`src/rtl/lsb_hex_ctrl.sv`:
```
// Eight-digit seven-segment controller on the stb/we/ack I/O bus (VALUE + CTRL registers).
// Latency: bus ack/read data combinational; segment outputs registered, one cycle after a register write.
// Backpressure: none; ack follows stb every cycle, so every access completes in one cycle.
module lsb_hex_ctrl #(
    parameter int BLINK_DIV = 20000000
) (
    input  logic        clk,
    input  logic        rst_n,
    input  logic        stb,
    input  logic        we,
    input  logic        addr,
    input  logic [31:0] data_in,
    output logic [31:0] data_out,
    output logic        ack,
    output logic [6:0]  hex7_n,
    output logic [6:0]  hex6_n,
    output logic [6:0]  hex5_n,
    output logic [6:0]  hex4_n,
    output logic [6:0]  hex3_n,
    output logic [6:0]  hex2_n,
    output logic [6:0]  hex1_n,
    output logic [6:0]  hex0_n
);

    localparam int              CW        = $clog2(BLINK_DIV);
    localparam logic [CW-1:0]   CNT_LAST  = CW'(BLINK_DIV - 1);
    // Only en, blink_mask, blink_en and test are implemented; the rest read as 0.
    localparam logic [31:0]     CTRL_MASK = 32'h0101_FFFF;
    localparam logic [6:0]      SEG_BLANK = 7'h7F;
    localparam logic [6:0]      SEG_ALL   = 7'h00;

    logic [31:0]       value;
    logic [31:0]       ctrl;
    logic [CW-1:0]     cnt;
    logic              phase;
    logic              wr_value;
    logic              wr_ctrl;
    logic [7:0][6:0]   seg_next;
    logic [7:0][6:0]   seg_q;

    assign wr_value = stb & we & ~addr;
    assign wr_ctrl  = stb & we & addr;
    assign ack      = stb;

    // Nibble to active-low segment pattern, bit order {g,f,e,d,c,b,a}.
    function automatic logic [6:0] decode(input logic [3:0] nib);
        logic [6:0] seg;
        case (nib)
            4'h0:    seg = 7'b1000000;
            4'h1:    seg = 7'b1111001;
            4'h2:    seg = 7'b0100100;
            4'h3:    seg = 7'b0110000;
            4'h4:    seg = 7'b0011001;
            4'h5:    seg = 7'b0010010;
            4'h6:    seg = 7'b0000010;
            4'h7:    seg = 7'b1111000;
            4'h8:    seg = 7'b0000000;
            4'h9:    seg = 7'b0010000;
            4'hA:    seg = 7'b0001000;
            4'hB:    seg = 7'b0000011;
            4'hC:    seg = 7'b1000110;
            4'hD:    seg = 7'b0100001;
            4'hE:    seg = 7'b0000110;
            default: seg = 7'b0001110;
        endcase
        return seg;
    endfunction

    // Register file writes; undefined CTRL bits are dropped on the way in.
    always_ff @(posedge clk or negedge rst_n) begin
        if (!rst_n) begin
            value <= '0;
            ctrl  <= '0;
        end else begin
            if (wr_value) value <= data_in;
            if (wr_ctrl)  ctrl  <= data_in & CTRL_MASK;
        end
    end

    // Blink prescaler; a CTRL write restarts it so blinking begins in the visible half.
    always_ff @(posedge clk or negedge rst_n) begin
        if (!rst_n) begin
            cnt   <= '0;
            phase <= 1'b0;
        end else if (wr_ctrl) begin
            cnt   <= '0;
            phase <= 1'b0;
        end else if (cnt == CNT_LAST) begin
            cnt   <= '0;
            phase <= ~phase;
        end else begin
            cnt   <= cnt + 1'b1;
        end
    end

    // Per-digit priority: test override, then enable, then blink, then decoded nibble.
    always_comb begin
        seg_next = '0;
        for (int i = 0; i < 8; i++) begin
            if (ctrl[24])
                seg_next[i] = SEG_ALL;
            else if (!ctrl[i])
                seg_next[i] = SEG_BLANK;
            else if (ctrl[16] && ctrl[8+i] && phase)
                seg_next[i] = SEG_BLANK;
            else
                seg_next[i] = decode(value[4*i +: 4]);
        end
    end

    // Registered segment outputs; reset blanks the display without waiting for a clock.
    always_ff @(posedge clk or negedge rst_n) begin
        if (!rst_n) seg_q <= {8{SEG_BLANK}};
        else        seg_q <= seg_next;
    end

    // Combinational read mux; the bus is driven only during a read strobe.
    always_comb begin
        data_out = '0;
        if (stb && !we) data_out = addr ? ctrl : value;
    end

    assign hex0_n = seg_q[0];
    assign hex1_n = seg_q[1];
    assign hex2_n = seg_q[2];
    assign hex3_n = seg_q[3];
    assign hex4_n = seg_q[4];
    assign hex5_n = seg_q[5];
    assign hex6_n = seg_q[6];
    assign hex7_n = seg_q[7];

endmodule
```
`config.mk`:
```
export PLATFORM = sky130hd
export DESIGN_NAME = lsb_hex_ctrl
export DESIGN_NICKNAME = d
export VERILOG_FILES = /design/src/rtl/lsb_hex_ctrl.sv
export SDC_FILE = /design/constraint.sdc
export NUM_CORES = 1
export LEC_CHECK = 0
export CORE_UTILIZATION = 58
export CTS_CLUSTER_SIZE = 12
export DETAILED_ROUTE_END_ITERATION = 10
export PLACE_DENSITY = 0.82
export SYNTH_ARGS = -nofsm -noshare
export SYNTH_HDL_FRONTEND = slang
export SYNTH_SLANG_ARGS = --single-unit
```
`constraint.sdc`:
```
create_clock -name clk -period 3.6 [get_ports clk]
set_clock_uncertainty 0.05 [all_clocks]
set_input_delay 0.36 -clock clk [delete_from_list [all_inputs] [get_ports clk]]
set_output_delay 0.36 -clock clk [all_outputs]
set_load 0.05 [all_outputs]
```
# Yosys cells after proc, flatten, opt, wreduce, memory -nomap -nowiden
# Memories as Yosys holds them, arrays and structs flattened.
# Index checks and enable logic that the tools add are counted.
[totals] rom_bits=896 wordCells=76 ff_bits=132 mem_count=8 input_bits=37 out_inout_bits=89
[op_classes] reduce_logical=19 bitwise=5 n_addsub=1 mux=30 eq_ne=1
[memory_table] name="(name not given)" words=16 word_bits=7 rd=1 rd_ports_with_merged_regs=0 write_ports=0 line="48" rtl="case (nib)"
[memory_table] name="(name not given)" words=16 word_bits=7 rd=1 rd_ports_with_merged_regs=0 write_ports=0 line="48"
[memory_table] name="(name not given)" words=16 word_bits=7 rd=1 rd_ports_with_merged_regs=0 write_ports=0 line="48"
[memory_table] name="(name not given)" words=16 word_bits=7 rd=1 rd_ports_with_merged_regs=0 write_ports=0 line="48"
[memory_table] name="(name not given)" words=16 word_bits=7 rd=1 rd_ports_with_merged_regs=0 write_ports=0 line="48"
[memory_table] name="(name not given)" words=16 word_bits=7 rd=1 rd_ports_with_merged_regs=0 write_ports=0 line="48"
[memory_table] name="+2 memories"
[op_table] operator="two-way mux 7 bit" count=24
[op_table] operator="two-way mux 32 bit" count=2
[op_table] operator="two-way mux 25 bit" count=2
[op_table] operator="adder 25 x 1 -> 25 bit, second input constant" count=1
[op_table] operator="== test 25 bit, second input constant" count=1
[op_table] operator="logical AND 1 bit" count=17
[op_table] operator="bitwise AND 1 bit" count=3
[op_table] operator="two-way mux 1 bit" count=2
[op_table] operator="inverter 1 bit" count=2
[op_table] operator="nonzero test 2 bit" count=1
[op_table] operator="logical NOT 1 bit" count=1

# Longest topological paths before layout
[logic_depth] depth_word=5 mapped_depth=6 ltp_nobuf=6

# Least setup slack after synthesis
# No wires, ideal clock.
[synth_timing] path_kind="input-to-output" start="in addr" end="out data_out[17]" t_arrival_ps=1938 n_path_buf=2 cell_stages=3 required_ps=3190 setup_slack_ps=1252 cell_sequence="clkbuf_1 -> clkbuf_1 -> nor3_1"
[synth_via] elab_chain_cells=2
[synth_rtl] element="from (decl)" line="11" rtl="input logic addr,"
[synth_rtl] element="two-way mux 32 bit (2 in series)" line="120" rtl="if (stb && !we) data_out = addr ? ctrl : value;"
[synth_rtl] element="to (decl)" line="13" rtl="output logic [31:0] data_out,"
# Every way passes these cells.

# Worst setup path in the final report
[layout_timing] start="in addr" end="out data_out[13]"
# The elaborated chain is that of the path after synthesis.

==> results by stage <==
Drt:
- The routed design has around 18,000 um of wire.
- The routed via count divided by cell count is 5.836.
- The final route contains approximately 6,000 vias.
- The highest metal layer used by the detailed router is met4.
- The number of DRC markers after the initial detailed-route iteration is ~400.
- The routed length on met2 is ~8600 um.
- Before antenna repair, the detailed router went through 5 iterations.
- The wire length the detailed router placed on met1 is approximately 7600 um.
- After detailed routing, the average wire length per cell comes to about 17 um.
- The total met3 wirelength after detailed routing is 1011 um.
- The DRC violation count after routing is 0.
- The post-route antenna net violation count is 0.

Clocking:
- The root buffer cell chosen for the clock tree is clkbuf_16.
- For this design, the CTS-stage hold fixing added 0 buffers.
- Buffers added to address setup during post-CTS repair amount to 0.
- The H-tree generated during clock tree synthesis spans 4 levels.
- The clock slew seen by the registers of the worst setup and hold paths is roughly 60 ps.
- Counting the buffers created by CTS gives 17.
- No sink is reached through more buffers than the 2 on the longest clock path.
- The post-cts gate resize count is 0.
- The sink count of the clock tree is approximately 130.
- The clock latency reported for the late side of the worst-skew pair is around 420 ps.
- The clock tree from TritonCTS is yes.

Timing:
- In the post-route analysis, the smallest setup slack over all paths is 1047 ps.
- The actual transition at the worst max-transition pin is 883.6 ps.
- Of the available clock period, the critical path in the final layout requires ~71%.
- The final number of hold-violating endpoints is 0.
- In this run the tightest slew margin relative to its limit is about two fifths.
- The total negative slack is 0 ps.
- The fmax is approximately 0.39 GHz.
- The max-slew violation count was 0.
- Setup violations remaining at the end of the flow were counted as 0.
- The time the worst path needs with I/O delays and setup is between 2000 and 3000 ps.
- Setup repair after global routing left no endpoint under its margin.

Run:
- The max capacitance violation total is 0.

Setup path:
- The data arrival time of the critical path is 2140 ps.
- The category of the critical setup timing path is in -> out.
- The critical register-to-register path endpoint is cnt[24]$_DFF_PN0_.
- The kind of end point of the critical path is a primary output.
- The highest net fanout along the worst path is 17.
- Counting cells, the worst reg-to-reg path comes to 5.
- The worst setup path is launched from a primary input.
- The critical path data required time is about 3200 ps.
- The slack of the worst reg-to-reg path is 1370 ps.
- In this run the critical register-to-register path is launched from cnt[0]$_DFF_PN0_.

Logic synthesis:
- In the synthesized netlist the dominant register cell turns out to be dfrtp_1.
- By count the netlist is led by a21oi_1, dfrtp_1, ha_1.
- The netlist area before placement is about 7400 um2.
- The synthesized design contains 0 enable-type register cells.
- The portion of synthesized cell area occupied by the leading cell type is roughly 26%.
- dfrtp_1 takes more of the synthesized area than any other cell.
- Each instance of the synthesized netlist takes up on average 10.19 um2.
- The gate count after technology mapping is 729.
- The mux contribution to synthesized area is 12.78%.
- Counting flops and latches in the post-synthesis netlist gives around 130.
- The sequential-to-total area share from yosys stat is 45.40%.
- After Yosys synthesis, XOR and XNOR cells account for around 1.2% of the synthesized area.
- Ranked by total cell area, the synthesized netlist is headed by dfrtp_1, dfstp_2, ha_1.
- Synthesis produced a netlist with a net count of 823.
- The synthesized netlist devotes about an eighth of its cell area to simple gates.
- The number of unique standard cell types used by synthesis is 48.
- The library cell with the highest instance count after synthesis is a21oi_1.
- Summing the areas of all compound-gate instances in the mapped netlist gives roughly 14% of the synthesized area.
- By area, the combinational part of the netlist is dominated by compound AO/OA/AOI/OAI gates.
- Counting flops with an async set or reset pin after synthesis yields a share of 100.0%.
- During synthesis, Yosys emitted a total of 0 warnings.
- The area share of fa/ha/maj cells after synthesis is 9.599%.

Global routing:
- The first-pass GRT wire length is 28,280 um.
- The largest net degree at the start of global routing is 73.
- The initial antenna violation count is 0.
- The global-route usage over all layers is approximately 28%.
- Global routing finished with a remaining overflow of 0.
- The via count of the first global-routing pass is between 5,000 and 6,000.

Pwr:
- The worst voltage drop across the vdd grid is 0.0003765 V.
- The power density over cell area is approximately 660 nW/um2.
- Combinational logic burns a little over a third of the power.
- The internal portion of the total power is ~3.8 mW.
- Total power for the finished layout comes to 6.183 mW.
- The clock network is responsible for about 28% of the overall power.
- Sequential cells burn approximately 36% of the power.
- The net load switching power is about 2.3 mW.
- The analysis attributes to cell leakage a power of roughly 4 nW.
- The switching share of power is a little under two fifths.

Die:
- The chip width is roughly 120 um.
- The number of standard-cell rows in the floorplan is 40.
- The initial core utilization is between 60% and 70%.
- The total area inside the core boundary comes to approximately 12,000 um2.
- The number of ports placed on the die boundary is around 130.
- The area of the die is approximately 13,000 um2.
- The die span in y is approximately 120 um.

Run status:
- The flow ran to the end, and the final reports show no timing, DRC or antenna violations.

Place:
- The placed cell area is just under 9000 um2.
- The wire-length estimate of the detail-placed layout is around 12,000 um.
- The final estimated routing congestion in global placement is about 0.93.
- Prior to clock tree synthesis, the placed netlist has a worst setup slack of 1018 ps.
- Buffers placed on the I/O ports in this run total approximately 130.

Final layout:
- The number of filler instances in the final layout is 800.
- The fraction of layout instances using a drive strength above 1 is 23.23%.
- At the end of the flow, the number of nets in the layout was around 930.
- The layout overhead on the synthesized area is 26.46%.
- The finished cells cover 9395 um2.
- The diode insertion count for antenna repair is 0.

Hold path:
- In this run the worst hold path is classified as in -> async.
-- sequential cells by signal (all words and copies together) (netlist names) --
| name | cells |
|---|---|
| cnt | 25 |
| ctrl | 18 |
| hex0_n | 7 |
| hex1_n | 7 |
| hex2_n | 7 |
| hex3_n | 7 |
| hex4_n | 7 |
| hex5_n | 7 |
| hex6_n | 7 |
| hex7_n | 7 |
| phase | 1 |
| value | 32 |
-- layer usage --
metal	vias up	track usage [%]
met2	233	47.15
met3	45	6.220
li1	2766	-
met4	0	12.64
met5	-	0
met1	2885	34.84
-- area by class of cell --
class	count	area, um2	area share, %
Inverter	39	146.4	1.558
Clock inverter	9	101.3	1.079
Tap cell	168	210.2	2.237
Sequential cell	132	3374	35.92
Multi-Input combinational cell	513	3729	39.69
Timing Repair Buffer	132	1346	14.33
Clock buffer	23	488.0	5.194
-- cell families (layout without fill, tap and decap cells) --
group                      count (synthesis)  after routing
adders and majority gates                 57             57
and+or+nand+nor                          185            185
DFF                                      132            132
muxes                                     81             81
AOI/OAI and AO/OA                        180            180
buffers and inverters                     84            203
xor gates and xnor gates                  10             10
-- worst max-delay path by stage --
stage | end | depth (start not counted) | start
after CTS | data_out[31] | 4 | addr
after global placement | cnt[21]$_DFF_PN0_ | 5 | addr
after global routing | data_out[13] | 5 | addr
after detailed placement | ctrl[12]$_DFFE_PN0P_ | 4 | addr
final | data_out[13] | 5 | addr
after floorplan | data_out[17] | 3 | addr
-- power groups by stage --
stage / combinational, mW / clock (mW) / sequential [mW]
final: 2.22 / 1.71 / 2.25
after global routing: 2.38 / 1.79 / 2.30
after CTS: 2.22 / 1.73 / 2.24
after detailed placement: 2.19 / 0 / 2.26
after global placement: 2.14 / 0 / 2.24
after floorplan: 0.987 / 0 / 2.78
-- cells in the final DEF, fill, tap and decap left out, types with 7 or more instances in the layout --
master,n
a21boi_1,8
a21oi_1,83
a22oi_1,7
and2_1,10
buf_12,10
buf_4,30
clkbuf_16,17
clkdlybuf4s50_1,92
dfrtp_1,75
dfstp_2,56
ha_1,57
inv_1,39
mux2_2,51
mux2i_1,24
nand2_1,40
nand2b_1,9
nand3_1,11
nor2_1,51
nor2b_1,11
nor3_1,14
o21ai_0,50
or3_1,7
or4_1,7
-- critical path, stage by stage --
cell and delay (ps):
clkdlybuf4s50_1 840, buf_4 390, mux2i_1 250, nor2_1 90, buf_4 200
-- metrics by stage --
step	hold slack [ps]	util [%]	cells
final	11.96	76.62	1016
after floorplan	14.41	-	729
after global routing	92.65	76.62	1016
after detailed placement	451.3	71.82	984
after CTS	38.92	76.62	1016
after global placement	442.2	71.82	984
(Power assumes the default switching activity.)
==> variant 1, RTL diff (same settings) <==
Make the reset (`rst_n`) synchronous in 3 clocked blocks.
--- a/src/rtl/lsb_hex_ctrl.sv
+++ b/src/rtl/lsb_hex_ctrl.sv
@@ -67,7 +67,7 @@
     endfunction
 
     // Register file writes; undefined CTRL bits are dropped on the way in.
-    always_ff @(posedge clk or negedge rst_n) begin
+    always_ff @(posedge clk) begin
         if (!rst_n) begin
             value <= '0;
             ctrl  <= '0;
@@ -78,7 +78,7 @@
     end
 
     // Blink prescaler; a CTRL write restarts it so blinking begins in the visible half.
-    always_ff @(posedge clk or negedge rst_n) begin
+    always_ff @(posedge clk) begin
         if (!rst_n) begin
             cnt   <= '0;
             phase <= 1'b0;
@@ -109,7 +109,7 @@
     end
 
     // Registered segment outputs; reset blanks the display without waiting for a clock.
-    always_ff @(posedge clk or negedge rst_n) begin
+    always_ff @(posedge clk) begin
         if (!rst_n) seg_q <= {8{SEG_BLANK}};
         else        seg_q <= seg_next;
     end
Behaviour: differs if rst_n is asserted again (counterexample within 4 cycles, from zero or initial values and one cycle with rst_n low); with rst_n held inactive, the same outputs for 4 cycles.
==> variant 1 against the original RTL <==
Critical path type unchanged. Register-to-register slack worse by 20 ps. Synthesized area is 16% higher. First-iteration DRC count up 16%. Final cell count increased by 25%. Setup slack lost 280 ps. Critical endpoint is now data_out[14]. Routed wire length is 10% higher. Sequential cell count rose by 56. Design area grew 14%. Maximum frequency is 9.9% lower. Sequential share of layout area shrank 0.72 points.
Power is not compared: it rests on default switching activity, and its combinational part moved more than twofold at a synthesized area within 25%.
==> variant 1: results (changes against the original RTL) <==
drt-met1-wl_mm: 8.454  # +12%
grt_first_pass_wirelength_mm: 31.55  # +12%
status: "complete, no violations"
grt_pass1_vias: 6579  # +14%
grtUsageTotal_pct: 26.33  # -1.8 points
drt_wl_total_mm: 19.51  # +10%
synth.net_count: 1051  # +28%
drtIter0Drc: 464  # +16%
reg2reg_depth: 6  # +1
timing.rr.start: "cnt[0]"
synth_area_leaders: "dfxtp_1 43%, ha_1 7.1%, nand2_1 5.9%"
slew_headroom_pct: 43.21  # +2.1 points
synthTopCellsByCount: "188 x dfxtp_1, 135 x nand2_1, 112 x nor2_1"
place_congestion: 0.8948  # -3.7%
timing.rr.end: "cnt[7]"
crit_start: "stb"
grt_max_degree: 67  # -8.2%
nFillCells: 1063  # +33%
critPathMaxFanout: 10  # -7
yosysSeqAreaShare_pct: 43.49  # -1.9 points
wl_met2_mm: 9.377  # +9.2%
critical_path_arrival_ps: 2420  # +280 ps
hpwl_mm: 13.30  # +10%
rrSetupSlack_ps: 1350  # -20 ps
dr_wl_met3_mm: 1.342  # +33%
synth-main-ff-cell: "dfxtp_1"
hold_class: "input pin to flip-flop"
fin_nets: 1160  # +25%
variant 1: cell count changes after synthesis, moves of 21 or more:
cell / unedited run / this run
nand2_1: 40 / 135
a21boi_0: 0 / 30
mux2_2: 51 / 5
o21ai_0: 50 / 71
o22ai_1: 0 / 33
a21oi_1: 83 / 14
nor2_1: 51 / 112
dfxtp_1: 0 / 188
dfstp_2: 56 / 0
dfrtp_1: 76 / 0
nand3_1: 11 / 38
variant 1: cell families after synthesis:
group,Yosys count,share of synthesized area (%)
AO/OA/AOI/OAI,180,14.04
XOR/XNOR,28,2.834
multiplexers,55,7.763
flip-flops,188,43.49
adder cells (fa/ha/maj),49,7.084
buffers and inverters,92,4.800
AND/OR/NAND/NOR,373,19.99
variant 1: how the worst max path moves through the flow:
stage	end	cells past startpoint	slack [ps]
floorplan	flip-flop	10	1080
global placement	flip-flop	8	640
detailed placement	flip-flop	8	530
CTS	data_out[4]	4	740
global route	data_out[4]	4	700
finish	data_out[14]	4	770
variant 1: per-layer routing:
layer | GRT usage (%) | vias to the layer above
li1 | - | 3495
met2 | 43.82 | 231
met3 | 7.372 | 33
met5 | 0 | -
met4 | 8.631 | 0
met1 | 32.71 | 3357
variant 1: worst max-delay path, delay by kind of cell:
family                 cells  cell delay (ps)
and+or+nand+nor            2              610
buffers and inverters      2             1440
variant 1: power groups by stage:
stage / registers [mW] / logic [mW] / clock network, mW
CTS: 2.20 / 0.495 / 1.87
detailed placement: 2.24 / 0.490 / 0
global placement: 2.24 / 0.484 / 0
floorplan: 2.31 / 0.257 / 0
global route: 2.21 / 0.537 / 1.96
finish: 2.20 / 0.496 / 1.85
variant 1: through the flow:
stage | utilization, % | area (sq um) | setup slack [ps] | hold WS (ps) | cells
final | 73.59 | 10700 | 766.7 | 367.5 | 1271
after global routing | 73.59 | 10700 | 699.8 | 398.0 | 1271
after CTS | 73.59 | 10700 | 744.5 | 360.9 | 1271
after detailed placement | 69.53 | 10110 | 529.9 | 421.6 | 1239
after global placement | 69.53 | 10110 | 644.8 | 419.5 | 1239
after floorplan | - | 8655 | 1075 | 401.5 | 965
variant 1: cell type report:
cell class / count / area, sq um / area share (%)
Multi-Input combinational cell: 685 / 4476 / 41.85
Sequential cell: 188 / 3765 / 35.20
Timing Repair Buffer: 139 / 1466 / 13.71
Clock buffer: 22 / 474.2 / 4.434
Tap cell: 184 / 230.2 / 2.153
Inverter: 43 / 168.9 / 1.579
Clock inverter: 10 / 115.1 / 1.076
==> variant 2, RTL diff (same settings) <==
Made on the original files. Change the parameter `BLINK_DIV` from 20000000 to 40000000.
--- a/src/rtl/lsb_hex_ctrl.sv
+++ b/src/rtl/lsb_hex_ctrl.sv
@@ -2,7 +2,7 @@
 // Latency: bus ack/read data combinational; segment outputs registered, one cycle after a register write.
 // Backpressure: none; ack follows stb every cycle, so every access completes in one cycle.
 module lsb_hex_ctrl #(
-    parameter int BLINK_DIV = 20000000
+    parameter int BLINK_DIV = 40000000
 ) (
     input  logic        clk,
     input  logic        rst_n,
Check against the original RTL: no difference found for any inputs over 4 cycles, from zero or initial values and one cycle with rst_n low; that may be too few to reach the edited logic, so the function may still have changed.
==> variant 2 against the original RTL <==
The run now ends with hold timing left. Maximum frequency fell by 2.1%. Power grew 1.2%. Non-clock buffer count rose by 5. Count of clock-buffer cells in the layout is 6 lower. Final cell count increased by 1.1%. Synthesized area is 0.37% higher. Routed wire length increased by 0.38%. Sequential cell count grew 1. Setup slack got worse by 54 ps. Critical endpoint is now data_out[20]. Design area increased by 0.79%.
==> variant 2: results (changes against the original RTL) <==
cts.reportedPaths.clkPinSlew_ps: 60  # about the same
hold-worst-slack_ps: -14.72  # -26.68 ps
grt_pass1_vias: 5776  # -0.19%
grt_max_degree: 70  # -4.1%
critical_path_arrival_ps: 2200  # +60 ps
cts_setup_buffers: 0  # unchanged
fin_nets: 936  # +0.75%
n_antenna_cell: 0  # unchanged
grtUsageTotal_pct: 28.04  # -0.051 points
irDropWorstVdd_v: 0.0003853  # +2.3%
drtIter0Drc: 421  # +5.0%
io_buffers: 125  # unchanged
vias: 5904  # -0.42%
synth_area_leaders: "dfrtp_1 26%, dfstp_2 20%, ha_1 9.6%"
ys_async_sr_fraction_pct: 100.0  # unchanged
post_synth_num_cell_types: 46  # -4.2%
synth_cells: 731  # +0.27%
top_regs: "value: 32 flops, cnt: 26 flops, ctrl: 18 flops"
hold_viol: 11  # +11
post-place-ws_ps: 1013  # -4.650 ps
status: "complete, but fails checks"
synth.net_count: 825  # +0.24%
cts_root_buffer: "clkbuf_16"
yosysSeqAreaShare_pct: 45.57  # +0.17 points
numCtsBuffers: 17  # unchanged
first_pass_iters: 8  # +3
worst_pin_slew_ps: 849.1  # -34.53 ps
synthTopCellsByCount: "81 x a21oi_1, 77 x dfrtp_1, 57 x ha_1"
dp.cells: 995  # +1.1%
hpwl_mm: 12.13  # +0.61%
via_per_inst: 5.749  # -1.5%
h-tree-depth: 4  # unchanged
violations: "hold timing"
grt_first_pass_wirelength_mm: 28.66  # +1.3%
critPathMaxFanout: 9  # -8
antenna_found_initial: 0  # unchanged
drt_wl_total_mm: 17.75  # +0.38%
p_leak_nw: 4.059  # +1.2%
final_layout_size_suffix_gt1_share_pct: 23.39  # +0.16 points
nFillCells: 858  # +7.2%
place_congestion: 0.8921  # -4.0%
dpl_cell_area_sq_mm: 0.008865  # +0.67%
==> variant 2: metrics by stage <==
step	hold WS (ps)	power, mW	util (%)
floorplan	14.41	3.781	-
global placement	421.4	4.389	70.53
detailed placement	434.0	4.473	70.53
CTS	23.60	6.275	75.34
global route	54.26	6.551	75.34
finish	-14.72	6.256	75.34
==> variant 2: where the power goes <==
| group | leakage, nW | switching [mW] | total, mW | internal (mW) |
|---|---|---|---|---|
| registers | 1.55 | 0.325 | 2.25 | 1.92 |
| clock network | 0.287 | 0.686 | 1.78 | 1.09 |
| logic | 2.22 | 1.39 | 2.23 | 0.839 |
| total | 4.06 | 2.40 | 6.26 | 3.85 |
==> variant 2: layout make-up <==
type,instances,area share (%)
Clock inverter,15,1.890
Timing Repair Buffer,137,14.40
Multi-Input combinational cell,515,39.53
Tap cell,172,2.273
Inverter,38,1.506
Sequential cell,133,35.90
Clock buffer,17,4.493
==> variant 2: final timing paths <==
check                        from            to  cells past startpoint  slack, ps
setup / recovery             addr  data_out[20]                      4        990
setup reg to reg           cnt[0]       cnt[24]                      5       1400
hold reg to reg            cnt[0]        cnt[0]                      1        430
max in group asynchronous   rst_n     hex3_n[4]                      2       2590
min in group clk           cnt[0]        cnt[0]                      1        430
hold / removal              rst_n     value[18]                      1        -10
==> variant 2: routing by layer <==
metal	wire length, microns	track usage, %	up-vias
li1	-	-	2786
met1	7548	35.54	2867
met2	8860	47.11	212
met3	895	5.588	39
met4	447	11.34	0
met5	0	0	-
==> variant 2: kinds of logic (layout without fill, tap and decap cells) <==
group | count (synthesis) | in the layout | share of synthesized area, %
and+or+nand+nor | 189 | 189 | 12.99
AOI/OAI and AO/OA | 174 | 174 | 13.27
DFF | 133 | 133 | 45.57
buffers and inverters | 83 | 207 | 4.228
muxes | 81 | 81 | 12.73
adders and majority gates | 57 | 57 | 9.564
xor gates and xnor gates | 14 | 14 | 1.644
==> variant 2: critical path, cell delays in order <==
cell and delay [ps]:
clkdlybuf4s50_1 530, buf_4 240, nor3_1 210, clkdlybuf4s50_1 850
